`src/rtl/multi_button_step.sv`:
```
// Multi-channel push-button front end: synchronise, debounce, and emit Press/Release pulses.
// Define AUTOREPEAT_EN to add hold-to-repeat Press pulses while a button stays down.
module multi_button_step #(
    parameter int CHANNELS        = 4,
    parameter int DEBOUNCE_CYCLES = 2000000,
    parameter bit ACTIVE_LOW      = 1'b0,
    parameter int REPEAT_DELAY    = 50000000,
    parameter int REPEAT_PERIOD   = 10000000
) (
    input  logic                BasysCLK,
    input  logic                Reset_n,
    input  logic [CHANNELS-1:0] Button,
    output logic [CHANNELS-1:0] Level,
    output logic [CHANNELS-1:0] Press,
    output logic [CHANNELS-1:0] Release
);

    localparam int CW = $clog2(DEBOUNCE_CYCLES);
    localparam logic [CW-1:0] CNT_MAX = CW'(DEBOUNCE_CYCLES - 1);

    if (CHANNELS < 1 || DEBOUNCE_CYCLES < 2 || REPEAT_DELAY < 2 || REPEAT_PERIOD < 2) begin : g_bad_params
        $error("multi_button_step: illegal parameter combination");
    end

`ifdef AUTOREPEAT_EN
    localparam int RMAX = (REPEAT_DELAY > REPEAT_PERIOD) ? REPEAT_DELAY : REPEAT_PERIOD;
    localparam int RW   = $clog2(RMAX);
    localparam logic [RW-1:0] DELAY_MAX  = RW'(REPEAT_DELAY - 1);
    localparam logic [RW-1:0] PERIOD_MAX = RW'(REPEAT_PERIOD - 1);

    typedef enum logic [1:0] {
        IDLE,
        HOLD,
        REPEAT
    } rep_state_e;
`endif

    for (genvar ch = 0; ch < CHANNELS; ch++) begin : g_ch
        logic          s1;
        logic          s2;
        logic [CW-1:0] cnt;
        logic          level_q;
        logic          press_q;
        logic          release_q;
        logic          accept;

        // s2 has disagreed with the accepted level for DEBOUNCE_CYCLES samples in a row
        assign accept = (s2 != level_q) && (cnt == CNT_MAX);

`ifdef AUTOREPEAT_EN
        rep_state_e    state;
        logic [RW-1:0] rcnt;
`endif

        always_ff @(posedge BasysCLK) begin
            if (!Reset_n) begin
                s1        <= 1'b0;
                s2        <= 1'b0;
                cnt       <= '0;
                level_q   <= 1'b0;
                press_q   <= 1'b0;
                release_q <= 1'b0;
`ifdef AUTOREPEAT_EN
                state     <= IDLE;
                rcnt      <= '0;
`endif
            end else begin
                s1 <= Button[ch] ^ ACTIVE_LOW;
                s2 <= s1;
                // NOTE: pulses default low every edge and are only raised below, so each
                // is a registered one-cycle strobe; later non-blocking writes override this.
                press_q   <= 1'b0;
                release_q <= 1'b0;

                if (s2 == level_q) begin
                    cnt <= '0;
                end else if (accept) begin
                    cnt       <= '0;
                    level_q   <= s2;
                    press_q   <= s2;
                    release_q <= ~s2;
                end else begin
                    cnt <= cnt + 1'b1;
                end

`ifdef AUTOREPEAT_EN
                case (state)
                    IDLE: begin
                        if (accept && s2) begin
                            state <= HOLD;
                            rcnt  <= '0;
                        end
                    end
                    HOLD: begin
                        // an accepted change while held is always a release, which wins
                        if (accept) begin
                            state <= IDLE;
                        end else if (rcnt == DELAY_MAX) begin
                            press_q <= 1'b1;
                            state   <= REPEAT;
                            rcnt    <= '0;
                        end else begin
                            rcnt <= rcnt + 1'b1;
                        end
                    end
                    REPEAT: begin
                        if (accept) begin
                            state <= IDLE;
                        end else if (rcnt == PERIOD_MAX) begin
                            press_q <= 1'b1;
                            rcnt    <= '0;
                        end else begin
                            rcnt <= rcnt + 1'b1;
                        end
                    end
                    default: begin
                        state <= IDLE;
                        rcnt  <= '0;
                    end
                endcase
`endif
            end
        end

        assign Level[ch]   = level_q;
        assign Press[ch]   = press_q;
        assign Release[ch] = release_q;
    end

endmodule

```
`config.mk`:
```
export PLATFORM = sky130hd
export DESIGN_NAME = multi_button_step
export DESIGN_NICKNAME = d
export VERILOG_FILES = /design/src/rtl/multi_button_step.sv
export SDC_FILE = /design/constraint.sdc
export NUM_CORES = 1
export LEC_CHECK = 0
export ABC_AREA = 0
export BUFFER_PORTS_ARGS = -buffer_cell sky130_fd_sc_hd__buf_2
export CAP_MARGIN = 15
export CORE_MARGIN = 2
export CORE_UTILIZATION = 55
export CTS_CLUSTER_DIAMETER = 80
export CTS_CLUSTER_SIZE = 24
export DETAILED_ROUTE_END_ITERATION = 7
export PLACE_DENSITY = 0.84
export SETUP_SLACK_MARGIN = 0.02
export SYNTH_ARGS = -nofsm -noshare
export SYNTH_HDL_FRONTEND = slang
export SYNTH_SLANG_ARGS = --single-unit
```
`constraint.sdc`:
```
create_clock -name BasysCLK -period 2.35 [get_ports BasysCLK]
set_clock_uncertainty 0.15 [all_clocks]
set_input_delay 0 -clock BasysCLK [delete_from_list [all_inputs] [get_ports BasysCLK]]
set_output_delay 0 -clock BasysCLK [all_outputs]
set_load 0.1 [all_outputs]
```
# Word level (Yosys, flattened, before mapping)
# Index checks and enable logic that the tools add are counted.
# Widths: inputs -> output; s select.
# totals
reg_bits,104
input_bits,6
wordCells,69
# classes
addsub,4
n_eq_ne,12
bitwise,13
reduce_logical,16
# op_table
op,count
$add 21x1->21 const B,4
$eq 21x21->1 const B,4
$reduce_or 3->1,8
$not 1->1,13
$reduce_and 2->1,4
$eq 1x1->1,4
$logic_and 1x1->1,4
$ne 1x1->1,4

# Logic depth before layout (Yosys ltp)
# Gate-level depths: netlist of the first run.
# depth
ltp_word,4
ltp_mapped,7
mapped_depth_nobuf,5

# Worst setup path before layout of the first run
# OpenSTA, ideal clock, no wires.
# synth_timing
path_type,register to register
from,reg g_ch[0].cnt[0]
to,reg g_ch[0].cnt[20]
setup_time_ps,70
arrival_ps,1817
required_ps,2130
slack_ps,313
path_stages_with_launch,7
path_buffers,1
synth_period_minus_slack_ps,2037
path_cell_list,dfxtp_1 -> ha_1 -> nand2_1 -> or4_1 -> clkbuf_1 -> or4_1 -> a21oi_1
# synth_between
elab_chain_len,3
word_cells_on_any_way,4
cone_classes,add/sub (1); eq/ne (1); reduce/logical (2)
# synth_rtl
item,line_no,text
from (decl),41,logic [CW-1:0] cnt;
from (signal assigned),83,cnt <= cnt + 1'b1;
branches (longest 3 deep; another with $add 21x1->21),-,
# Parallel ways; which one is timed is not known.
# A chain may end at the register's enable or synchronous reset.

# Worst setup path in the final report of the first run
# layout_timing
from,reg g_ch[1].cnt[13]
to,reg g_ch[1].cnt[12]
# layout_between
elab_chain_len,3
# layout_rtl
item,line_no,text
from (decl),41,
from (signal assigned),83,
$eq 21x21->1,48,assign accept = (s2 != level_q) && (cnt == CNT_MAX);
$logic_and 1x1->1,48,
$reduce_or 3->1 (no source line),-,
# No other way between the ends.

==> results of run 1 <==
## report_power, final
group	switching [uW]	internal (uW)	leakage (uW)
clock	604	709	0.000119
sequential	5.38	1770	0.000839
combinational	26.6	23.4	0.000600
total	636	2500	0.00156
## synthesized netlist by cell type (all sizes together) (2+ instances only)
cell type / count / area (sq um)
nor3: 10 / 50.1
or4bb: 2 / 22.5
or4: 14 / 109
and3: 9 / 56.3
nor4b: 2 / 17.5
dfxtp: 104 / 2080
clkbuf: 12 / 45.0
xor2: 22 / 193
a21oi: 32 / 160
nor2: 62 / 233
nand4: 14 / 103
o21bai: 2 / 15.0
o31ai: 7 / 52.6
or4b: 2 / 20.0
xnor2: 30 / 263
or3: 27 / 169
buf: 16 / 110
and2: 11 / 68.8
ha: 4 / 50.1
or2: 2 / 12.5
nor4bb: 2 / 20.0
nand3: 39 / 195
o21ai: 27 / 135
nor4: 13 / 81.3
nand2: 24 / 90.1
inv: 14 / 52.6
and4: 8 / 70.1
## routing by layer
layer	wire, um	track usage	up-vias
met5	0	0	-
met4	115	0.0592	0
met1	3870	0.250	1706
met3	403	0.0519	13
met2	4300	0.374	91
li1	-	-	1838
## registers in the layout, summed over array words and instances, names as in the netlist
name	count
g_ch.s1	4
g_ch.press_q	4
g_ch.release_q	4
g_ch.level_q	4
g_ch.cnt	84
g_ch.s2	4
## layout make-up
| type | count | area, sq um | share of cell area |
|---|---|---|---|
| repair buffers | 35 | 243 | 0.0490 |
| clock inverters | 7 | 120 | 0.0242 |
| inverters | 14 | 52.6 | 0.0106 |
| well taps | 102 | 128 | 0.0257 |
| flip-flops and latches | 104 | 2080 | 0.420 |
| clock buffers | 9 | 124 | 0.0250 |
| multi-input cells | 368 | 2210 | 0.445 |
## cell usage in the layout (no fill, tap or decap), types with 2 or more instances in the layout
cell type        n
dfxtp_1        104
nor2_1          62
nand3_1         39
a21oi_1         32
xnor2_1         30
or3_1           27
o21ai_0         25
nand2_1         24
xor2_1          22
buf_2           17
inv_1           14
nor4_1          13
nand4_1         13
or4_1           13
and2_1          11
nor3_1          10
and3_1           9
clkbuf_8         9
dlygate4sd3_1    9
buf_4            9
and4_1           8
o31ai_1          7
ha_1             4
bufinv_16        3
nor4b_1          2
o21bai_1         2
or4bb_1          2
o21ai_1          2
or4b_1           2
nor4bb_1         2
clkinv_4         2
## worst max-delay path by stage
stage / end / slack, ps / cells past startpoint
5_1_grt: g_ch[1].cnt[4] / 70 / 5
6_report: g_ch[1].cnt[12] / 160 / 5
3_3_place_gp: g_ch[1].cnt[14] / 230 / 5
2_1_floorplan: g_ch[0].cnt[20] / 310 / 6
4_1_cts: g_ch[1].cnt[12] / 160 / 5
3_5_place_dp: g_ch[1].cnt[12] / 180 / 5
## critical path, delay by kind of cell (launching register included)
kind                   cells  cell delay, ps
AND/OR/NAND/NOR            3            1170
flip-flops                 1             350
buffers and inverters      1             220
AO/OA/AOI/OAI              1             190
## logic make-up after synthesis
group,share of synthesized area
AO/OA/AOI/OAI,0.0807
adder cells (fa/ha/maj),0.0111
XOR/XNOR,0.101
buffers and inverters,0.0462
AND/OR/NAND/NOR,0.298
flip-flops,0.463
## stage by stage
step / total power, uW / instance area, sq um / hold WS [ps] / cells / utilization
floorplan: 1840 / 4500 / -22.7 / 514 / -
global placement: 1850 / 4620 / 68.1 / 614 / 0.592
detailed placement: 1850 / 4620 / 68.4 / 614 / 0.592
CTS: 3160 / 4960 / 291 / 639 / 0.635
global route: 3240 / 4960 / 321 / 639 / 0.635
finish: 3140 / 4960 / 292 / 639 / 0.635
==> impl_metrics.env, run 1 <==
export IMPL_status="completed"
export IMPL_num_rows=32
export IMPL_peakVddDrop_mv=0.421
export IMPL_finalHoldViolCount=0
export IMPL_crit_chain="or4b_1 > or4_4 > o21bai_1 > buf_4 > nor2_1"
export IMPL_rsz0062_at_grt="no"
export IMPL_required_ps=2460
export IMPL_wl_per_cell_um=13.6
export IMPL_ctsRootBufferMaster="clkbuf_8"
export IMPL_drt_total_wl_um=8690
export IMPL_avgSynthCellArea_sq_um=8.75
export IMPL_diodes=0
export IMPL_slew_violations=0
export IMPL_min_path_type="reg2reg"
export IMPL_holdPathStages=1
export IMPL_cts_setup_buffers=0
export IMPL_antenna_found_initial=0
export IMPL_dieHeight_um=94.4
export IMPL_cts_tree="done"
export IMPL_hold_buffers=9
export IMPL_ys_ff_latch=104
export IMPL_clk_path_buf_depth=2
export IMPL_power_density_nw_per_um2=633
export IMPL_slowest_stage="or4_4"
export IMPL_grt_max_degree=22
export IMPL_synth_edff_count=0
export IMPL_fin_crit_ps=2190
export IMPL_synth_area_sq_um=4500
export IMPL_pre_cts_ws_ps=176
export IMPL_initial_core_util=0.576
export IMPL_gp_congestion=0.910
export IMPL_path_class="reg2reg"
export IMPL_async_reset_ff_frac=0
export IMPL_drtIter0Drc=138
export IMPL_drv_cap=0
export IMPL_core_sq_um=7810
export IMPL_worstMarginPinSlew_ps=487
export IMPL_hold_end="g_ch[2].s2"
export IMPL_p_leak_uw=0.00156
export IMPL_yosysUniqueCellTypes=35
export IMPL_tns_ps=0
export IMPL_cpPeakStageDelay_ps=570
export IMPL_grt_ovfl_total=0
export IMPL_synth_ff_type="dfxtp_1"
export IMPL_area_growth_pct=10.2
export IMPL_cts_htree_levels=3
export IMPL_grt_pass1_vias=3458
export IMPL_fmax_mhz=457
export IMPL_grt_pass1_wl_um=15100
export IMPL_cts_repair_resized=0
export IMPL_vias_per_cell=5.71
export IMPL_drc=0
export IMPL_drtAntennaViolNets=0
export IMPL_gr_usage_all_layers=0.210
export IMPL_fin_crit_sh=0.931
export IMPL_cp_startpoint="g_ch[1].cnt[13]"
export IMPL_netlist_instances=514
export IMPL_dp_hpwl_um=6010
export IMPL_layout_setup_ws_ps=161
export IMPL_ys_seq_area_frac=0.463
export IMPL_reg2reg_from="g_ch[1].cnt[13]"
export IMPL_ys_warn_count=0
export IMPL_slew_headroom=0.678
export IMPL_cp_max_fo=13
export IMPL_fp_dieW_um=94.4
export IMPL_finalSetupViolCount=0
export IMPL_drive_gt1_frac=0.0857
export IMPL_die_area_sq_um=8920
export IMPL_crit_path_end_kind="register"
export IMPL_arrival_ps=2300
export IMPL_regToRegSetupSlack_ps=160
export IMPL_clk_pin_slew_worst_paths_ps=100
export IMPL_nets=542
export IMPL_ff2ff_path_depth=5
export IMPL_min_from="g_ch[2].s1"
export IMPL_clkSinkCount=104
export IMPL_ios=18
export IMPL_start_kind="register"
export IMPL_drtPass1Iterations=5
export IMPL_insertion_delay_ps=360
export IMPL_dr_total_vias=3648
export IMPL_cts_buffers=9
export IMPL_rr_endpoint="g_ch[1].cnt[12]"
export IMPL_io_buffer_count=17
export IMPL_fill_cells=649
export IMPL_syn_nets=524
Power figures use the tool's default switching activity.
==> run 2: changes to the inputs <==
--- a/config.mk
+++ b/config.mk
@@ -6,7 +6,7 @@
 export NUM_CORES = 1
 export LEC_CHECK = 0
 export ABC_AREA = 0
-export BUFFER_PORTS_ARGS = -buffer_cell sky130_fd_sc_hd__buf_2
+export BUFFER_PORTS_ARGS = -buffer_cell sky130_fd_sc_hd__clkbuf_2
 export CAP_MARGIN = 15
 export CORE_MARGIN = 2
 export CORE_UTILIZATION = 55
==> impl_metrics.env, run 2 (same netlist as run 1, synthesis figures left out) <==
export IMPL_drive_gt1_frac=0.0838
export IMPL_regMostFlops="g_ch.cnt"
export IMPL_cts_repair_resized=0
export IMPL_grt_max_degree=22
export IMPL_cp_max_fo=13
export IMPL_netSwitchingFraction=0.214
export IMPL_drtPass1Iterations=5
export IMPL_status="completed"
export IMPL_drc=0
export IMPL_required_ps=2460
export IMPL_path_class="reg2reg"
export IMPL_vias_per_cell=5.67
export IMPL_min_path_type="reg2reg"
export IMPL_gp_congestion=0.904
export IMPL_multi_input_area_sq_um=2210
export IMPL_cts_htree_levels=3
export IMPL_finalSetupViolCount=0
export IMPL_die_area_sq_um=8920
export IMPL_dp_hpwl_um=5930
export IMPL_area_growth_pct=9.35
export IMPL_io_buffer_count=17
export IMPL_diodes=0
export IMPL_holdPathStages=1
export IMPL_cts_buffers=9
export IMPL_finalHoldViolCount=0
export IMPL_fmax_mhz=458
export IMPL_ios=18
export IMPL_grt_pass1_vias=3357
export IMPL_drt_total_wl_um=8440
export IMPL_grt_ovfl_total=0
export IMPL_p_switching_uw=634
export IMPL_ctsRootBufferMaster="clkbuf_8"
export IMPL_nets=542
export IMPL_cts_setup_buffers=0
export IMPL_cts_tree="done"
export IMPL_core_sq_um=7810
export IMPL_dieHeight_um=94.4
export IMPL_drtAntennaViolNets=0
export IMPL_p_leak_uw=0.00153
export IMPL_drtIter0Drc=163
export IMPL_fin_crit_sh=0.930
export IMPL_fill_cells=667
export IMPL_fp_dieW_um=94.4
export IMPL_wl_per_cell_um=13.2
export IMPL_rsz0062_at_grt="no"
export IMPL_largest_reg_flops=84
export IMPL_insertion_delay_ps=360
export IMPL_tns_ps=0
export IMPL_start_kind="register"
export IMPL_clkSinkCount=104
export IMPL_power_density_nw_per_um2=602
export IMPL_drv_cap=0
export IMPL_clk_pin_slew_worst_paths_ps=90
export IMPL_intPower_uw=2330
export IMPL_num_rows=32
export IMPL_fin_crit_ps=2180
export IMPL_worstMarginPinSlew_ps=542
export IMPL_arrival_ps=2290
export IMPL_grt_pass1_wl_um=14700
export IMPL_layout_commonest_cell="dfxtp_1"
export IMPL_p_total_uw=2960
export IMPL_crit_path_end_kind="register"
export IMPL_antenna_found_initial=0
export IMPL_ff2ff_path_depth=5
export IMPL_combPwrFrac=0.017
export IMPL_peakVddDrop_mv=0.335
export IMPL_clkPwrFrac=0.384
export IMPL_initial_core_util=0.576
export IMPL_seqPwrFrac=0.599
export IMPL_slew_violations=0
export IMPL_final_util=0.630
export IMPL_gr_usage_all_layers=0.205
export IMPL_dr_total_vias=3624
export IMPL_clk_path_buf_depth=2
export IMPL_slew_headroom=0.640
export IMPL_seq_area_sq_um=2080
export IMPL_layout_common_cells="dfxtp_1, nor2_1, nand3_1, a21oi_1, xnor2_1"
run 2: layout make-up:
type / count / area share
sequential: 104 / 0.423
inverter: 14 / 0.0107
timing repair buffer: 35 / 0.0494
multi-input combinational: 368 / 0.449
tap: 102 / 0.0259
clock buffer: 11 / 0.0287
clock inverter: 5 / 0.0130
run 2: power by group through the flow:
stage / clock [uW] / sequential, uW / combinational, uW
after CTS: 1160 / 1770 / 48.7
after global routing: 1250 / 1780 / 54.5
after detailed placement: 0 / 1820 / 37.2
after global placement: 0 / 1820 / 36.2
after floorplan: 0 / 1810 / 23.1
final: 1140 / 1770 / 49.4
run 2: final timing paths:
check / slack (ps) / startpoint / end
setup / recovery: 170 / g_ch[1].cnt[13] / g_ch[1].cnt[8]
hold / removal: 290 / g_ch[2].s1 / g_ch[2].s2
setup reg to reg: 170 / g_ch[1].cnt[13] / g_ch[1].cnt[8]
hold reg to reg: 290 / g_ch[2].s1 / g_ch[2].s2
run 2: stage by stage:
| step | cells | hold slack (ps) | area, sq um | worst slack, ps |
|---|---|---|---|---|
| finish | 639 | 289 | 4920 | 165 |
| global route | 639 | 316 | 4920 | 87.4 |
| CTS | 639 | 290 | 4920 | 164 |
| detailed placement | 614 | 60.7 | 4620 | 180 |
| global placement | 614 | 62.3 | 4620 | 241 |
| floorplan | 514 | -22.7 | 4500 | 313 |
run 2: per-layer routing:
metal	wire length, um	part of all wire	vias up	global-route usage
met5	0	0	-	0
li1	-	-	1845	-
met2	4030	0.48	69	0.346
met4	136	0.016	0	0.0749
met3	341	0.040	14	0.0463
met1	3930	0.47	1696	0.257
run 2: critical path: stages (launching register included):
cell and delay (ps):
dfxtp_1 350, or4b_1 520, or4_4 580, o21bai_1 190, buf_4 220, nor2_1 70
run 2: what timing repair did:
action	4_1_cts	5_1_grt
endpoints found under the hold margin	16	0
hold buffers	9	0
endpoints found under the setup margin	0	0
==> run 3: changes to the inputs <==
--- a/config.mk
+++ b/config.mk
@@ -5,7 +5,7 @@
 export SDC_FILE = /design/constraint.sdc
 export NUM_CORES = 1
 export LEC_CHECK = 0
-export ABC_AREA = 0
+export ABC_AREA = 1
 export BUFFER_PORTS_ARGS = -buffer_cell sky130_fd_sc_hd__clkbuf_2
 export CAP_MARGIN = 15
 export CORE_MARGIN = 2
@@ -13,6 +13,7 @@
 export CTS_CLUSTER_DIAMETER = 80
 export CTS_CLUSTER_SIZE = 24
 export DETAILED_ROUTE_END_ITERATION = 7
+export GPL_TIMING_DRIVEN = 1
 export PLACE_DENSITY = 0.84
 export SETUP_SLACK_MARGIN = 0.02
 export SYNTH_ARGS = -nofsm -noshare
==> impl_metrics.env, run 3 <==
export IMPL_crit_chain="ha_1 > nand2_2 > nor2_4 > nand2_1 > nor2_2 > nand2_2 > nand3_2 > nor2_1"
export IMPL_synth_ff_type="dfxtp_1"
export IMPL_placed_cells=900
export IMPL_cts_tree="done"
export IMPL_cpPeakStageDelay_ps=420
export IMPL_regMostFlops="g_ch.cnt"
export IMPL_gp_congestion=0.901
export IMPL_status="completed"
export IMPL_worstMarginPinSlew_ps=544
export IMPL_synth_most_common_cell="nand2_1"
export IMPL_synth_top_area_share=0.398
export IMPL_grt_ovfl_total=0
export IMPL_required_ps=2430
export IMPL_avgSynthCellArea_sq_um=6.77
export IMPL_met1_length_um=4690
export IMPL_fin_area_sq_um=5620
export IMPL_met2_length_um=4350
export IMPL_synthTopCellsByArea="dfxtp_1, nand2_1, nor2_1, inv_1, nand3_1"
export IMPL_cp_max_fo=21
export IMPL_synth_area_leader_cell="dfxtp_1"
export IMPL_largest_reg_flops=84
export IMPL_finalSetupViolCount=0
export IMPL_drive_gt1_frac=0.107
export IMPL_num_rows=35
export IMPL_reg2reg_from="g_ch[2].cnt[0]"
export IMPL_ios=18
export IMPL_fmax_mhz=515
export IMPL_rsz0062_at_grt="no"
export IMPL_slew_headroom=0.637
export IMPL_ys_ff_latch=104
export IMPL_vias_per_cell=4.86
export IMPL_regToRegSetupSlack_ps=410
export IMPL_cp_common_cell="nand2_2"
export IMPL_dp_hpwl_um=7080
export IMPL_start_kind="register"
export IMPL_antenna_found_initial=0
export IMPL_dr_wl_met3_um=321
export IMPL_slowest_stage="dfxtp_1"
export IMPL_synth_edff_count=0
export IMPL_io_buffer_count=17
export IMPL_holdPathStages=3
export IMPL_clk_pin_slew_worst_paths_ps=100
export IMPL_die_area_sq_um=10300
export IMPL_p_leak_uw=0.00186
export IMPL_cts_htree_levels=3
export IMPL_layout_commonest_cell="nand2_1"
export IMPL_drtIter0Drc=184
export IMPL_diodes=0
export IMPL_drt_total_wl_um=9600
export IMPL_timing_hold_ws_ps=26.8
export IMPL_cts_setup_buffers=0
export IMPL_crit_path_end_kind="register"
export IMPL_grt_pass1_vias=4214
export IMPL_area_growth_pct=7.47
export IMPL_grt_pass1_wl_um=17300
export IMPL_ys_warn_count=0
export IMPL_tns_ps=0
export IMPL_drtPass1Iterations=4
export IMPL_fin_crit_sh=0.826
export IMPL_final_cells=920
export IMPL_cts_repair_resized=0
export IMPL_grt_max_degree=24
export IMPL_drv_cap=0
export IMPL_path_class="reg2reg"
export IMPL_peakVddDrop_mv=0.351
export IMPL_clk_path_buf_depth=2
export IMPL_nets=796
export IMPL_layout_common_cells="nand2_1, nor2_1, dfxtp_1, inv_1, nand3_1"
export IMPL_core_sq_um=9240
export IMPL_initial_core_util=0.566
export IMPL_hold_end="g_ch[3].s1"
export IMPL_netlist_instances=772
export IMPL_ctsRootBufferMaster="clkbuf_8"
export IMPL_rr_endpoint="g_ch[2].cnt[9]"
export IMPL_place_area_sq_um=5340
export IMPL_ys_seq_area_frac=0.398
export IMPL_min_from="Reset_n"
export IMPL_fp_dieW_um=101
export IMPL_power_density_nw_per_um2=554
export IMPL_syn_nets=782
export IMPL_async_reset_ff_frac=0
export IMPL_cts_buffers=9
export IMPL_dieHeight_um=101
export IMPL_synthTopCellsByCount="nand2_1, nor2_1, dfxtp_1"
export IMPL_wl_per_cell_um=10.4
export IMPL_insertion_delay_ps=360
export IMPL_synth_area_sq_um=5230
export IMPL_p_total_uw=3110
export IMPL_routed_top_layer="met4"
export IMPL_fin_crit_ps=1940
export IMPL_fill_cells=841
export IMPL_arrival_ps=2020
export IMPL_ff2ff_path_depth=8
export IMPL_slew_violations=0
export IMPL_clkSinkCount=104
export IMPL_yosysUniqueCellTypes=26
export IMPL_min_path_type="in2reg"
export IMPL_drtAntennaViolNets=0
export IMPL_drc=0
export IMPL_dr_total_vias=4471
export IMPL_gr_usage_all_layers=0.205
export IMPL_finalHoldViolCount=0
-- run 3: cell types whose count changed in the layout (fill, tap and decap cells not counted), sizes merged, moves of 8 or more --
cell and delta:
or3 -27, and4 -8, or4 -14, nor4 -13, and2 -11, xnor2 -12
o21ai -24, nor2 +119, nand2 +192, inv +67, nand3 +20, and3 -9
-- run 3: timing repair --
action / CTS / global route
hold buffers: 4 / 0
endpoints found under the hold margin: 4 / 0
endpoints found under the setup margin: 0 / 0
-- run 3: power breakdown --
| part | switching, uW | internal, uW | leakage (uW) | total [uW] |
|---|---|---|---|---|
| registers | 6.08 | 1770 | 0.000839 | 1780 |
| logic | 27.4 | 14.9 | 0.000905 | 42.4 |
| clock network | 590 | 705 | 0.000116 | 1290 |
| total | 624 | 2490 | 0.00186 | 3110 |
-- run 3: routing by layer --
| metal | GRT usage | vias up |
|---|---|---|
| met5 | 0 | - |
| li1 | - | 2398 |
| met3 | 0.0373 | 22 |
| met1 | 0.257 | 1975 |
| met2 | 0.346 | 76 |
| met4 | 0.0904 | 0 |
-- run 3: how the worst max path moves through the flow --
stage                         startpoint              end  slack [ps]  depth (start not counted)
final                     g_ch[2].cnt[0]   g_ch[2].cnt[9]         410                          8
after global routing      g_ch[2].cnt[0]   g_ch[2].cnt[9]         250                          8
after CTS                 g_ch[2].cnt[0]   g_ch[2].cnt[9]         410                          8
after detailed placement  g_ch[2].cnt[0]  g_ch[2].cnt[19]         460                          8
after global placement    g_ch[2].cnt[0]   g_ch[2].cnt[9]         520                          8
after floorplan           g_ch[2].cnt[0]  g_ch[2].cnt[11]         790                          9
-- run 3: cell type report --
type | instances | area (sq um) | share of cell area
multi-input combinational | 563 | 2670 | 0.476
sequential | 104 | 2080 | 0.371
timing repair buffer | 25 | 155 | 0.0276
inverter | 83 | 312 | 0.0555
clock buffer | 10 | 128 | 0.0227
tap | 129 | 161 | 0.0287
clock inverter | 6 | 108 | 0.0192
-- run 3: cell families after synthesis --
family / after synthesis / share of synthesized area
and+or+nand+nor: 488 / 0.407
DFF: 104 / 0.398
buffers and inverters: 105 / 0.0905
xor gates and xnor gates: 37 / 0.0620
adders and majority gates: 4 / 0.00958
AOI/OAI and AO/OA: 34 / 0.0330
-- run 3: worst max-delay path: cells and delay by family, from the launching register on --
| kind | cells | cell delay (ps) |
|---|---|---|
| fa+ha+maj | 1 | 220 |
| flops | 1 | 420 |
| simple gates | 7 | 1020 |
-- run 3: stage by stage --
stage                util  setup WS (ps)
floorplan               -            785
global placement    0.578            515
detailed placement  0.578            459
CTS                 0.608            408
global route        0.608            255
finish              0.608            408
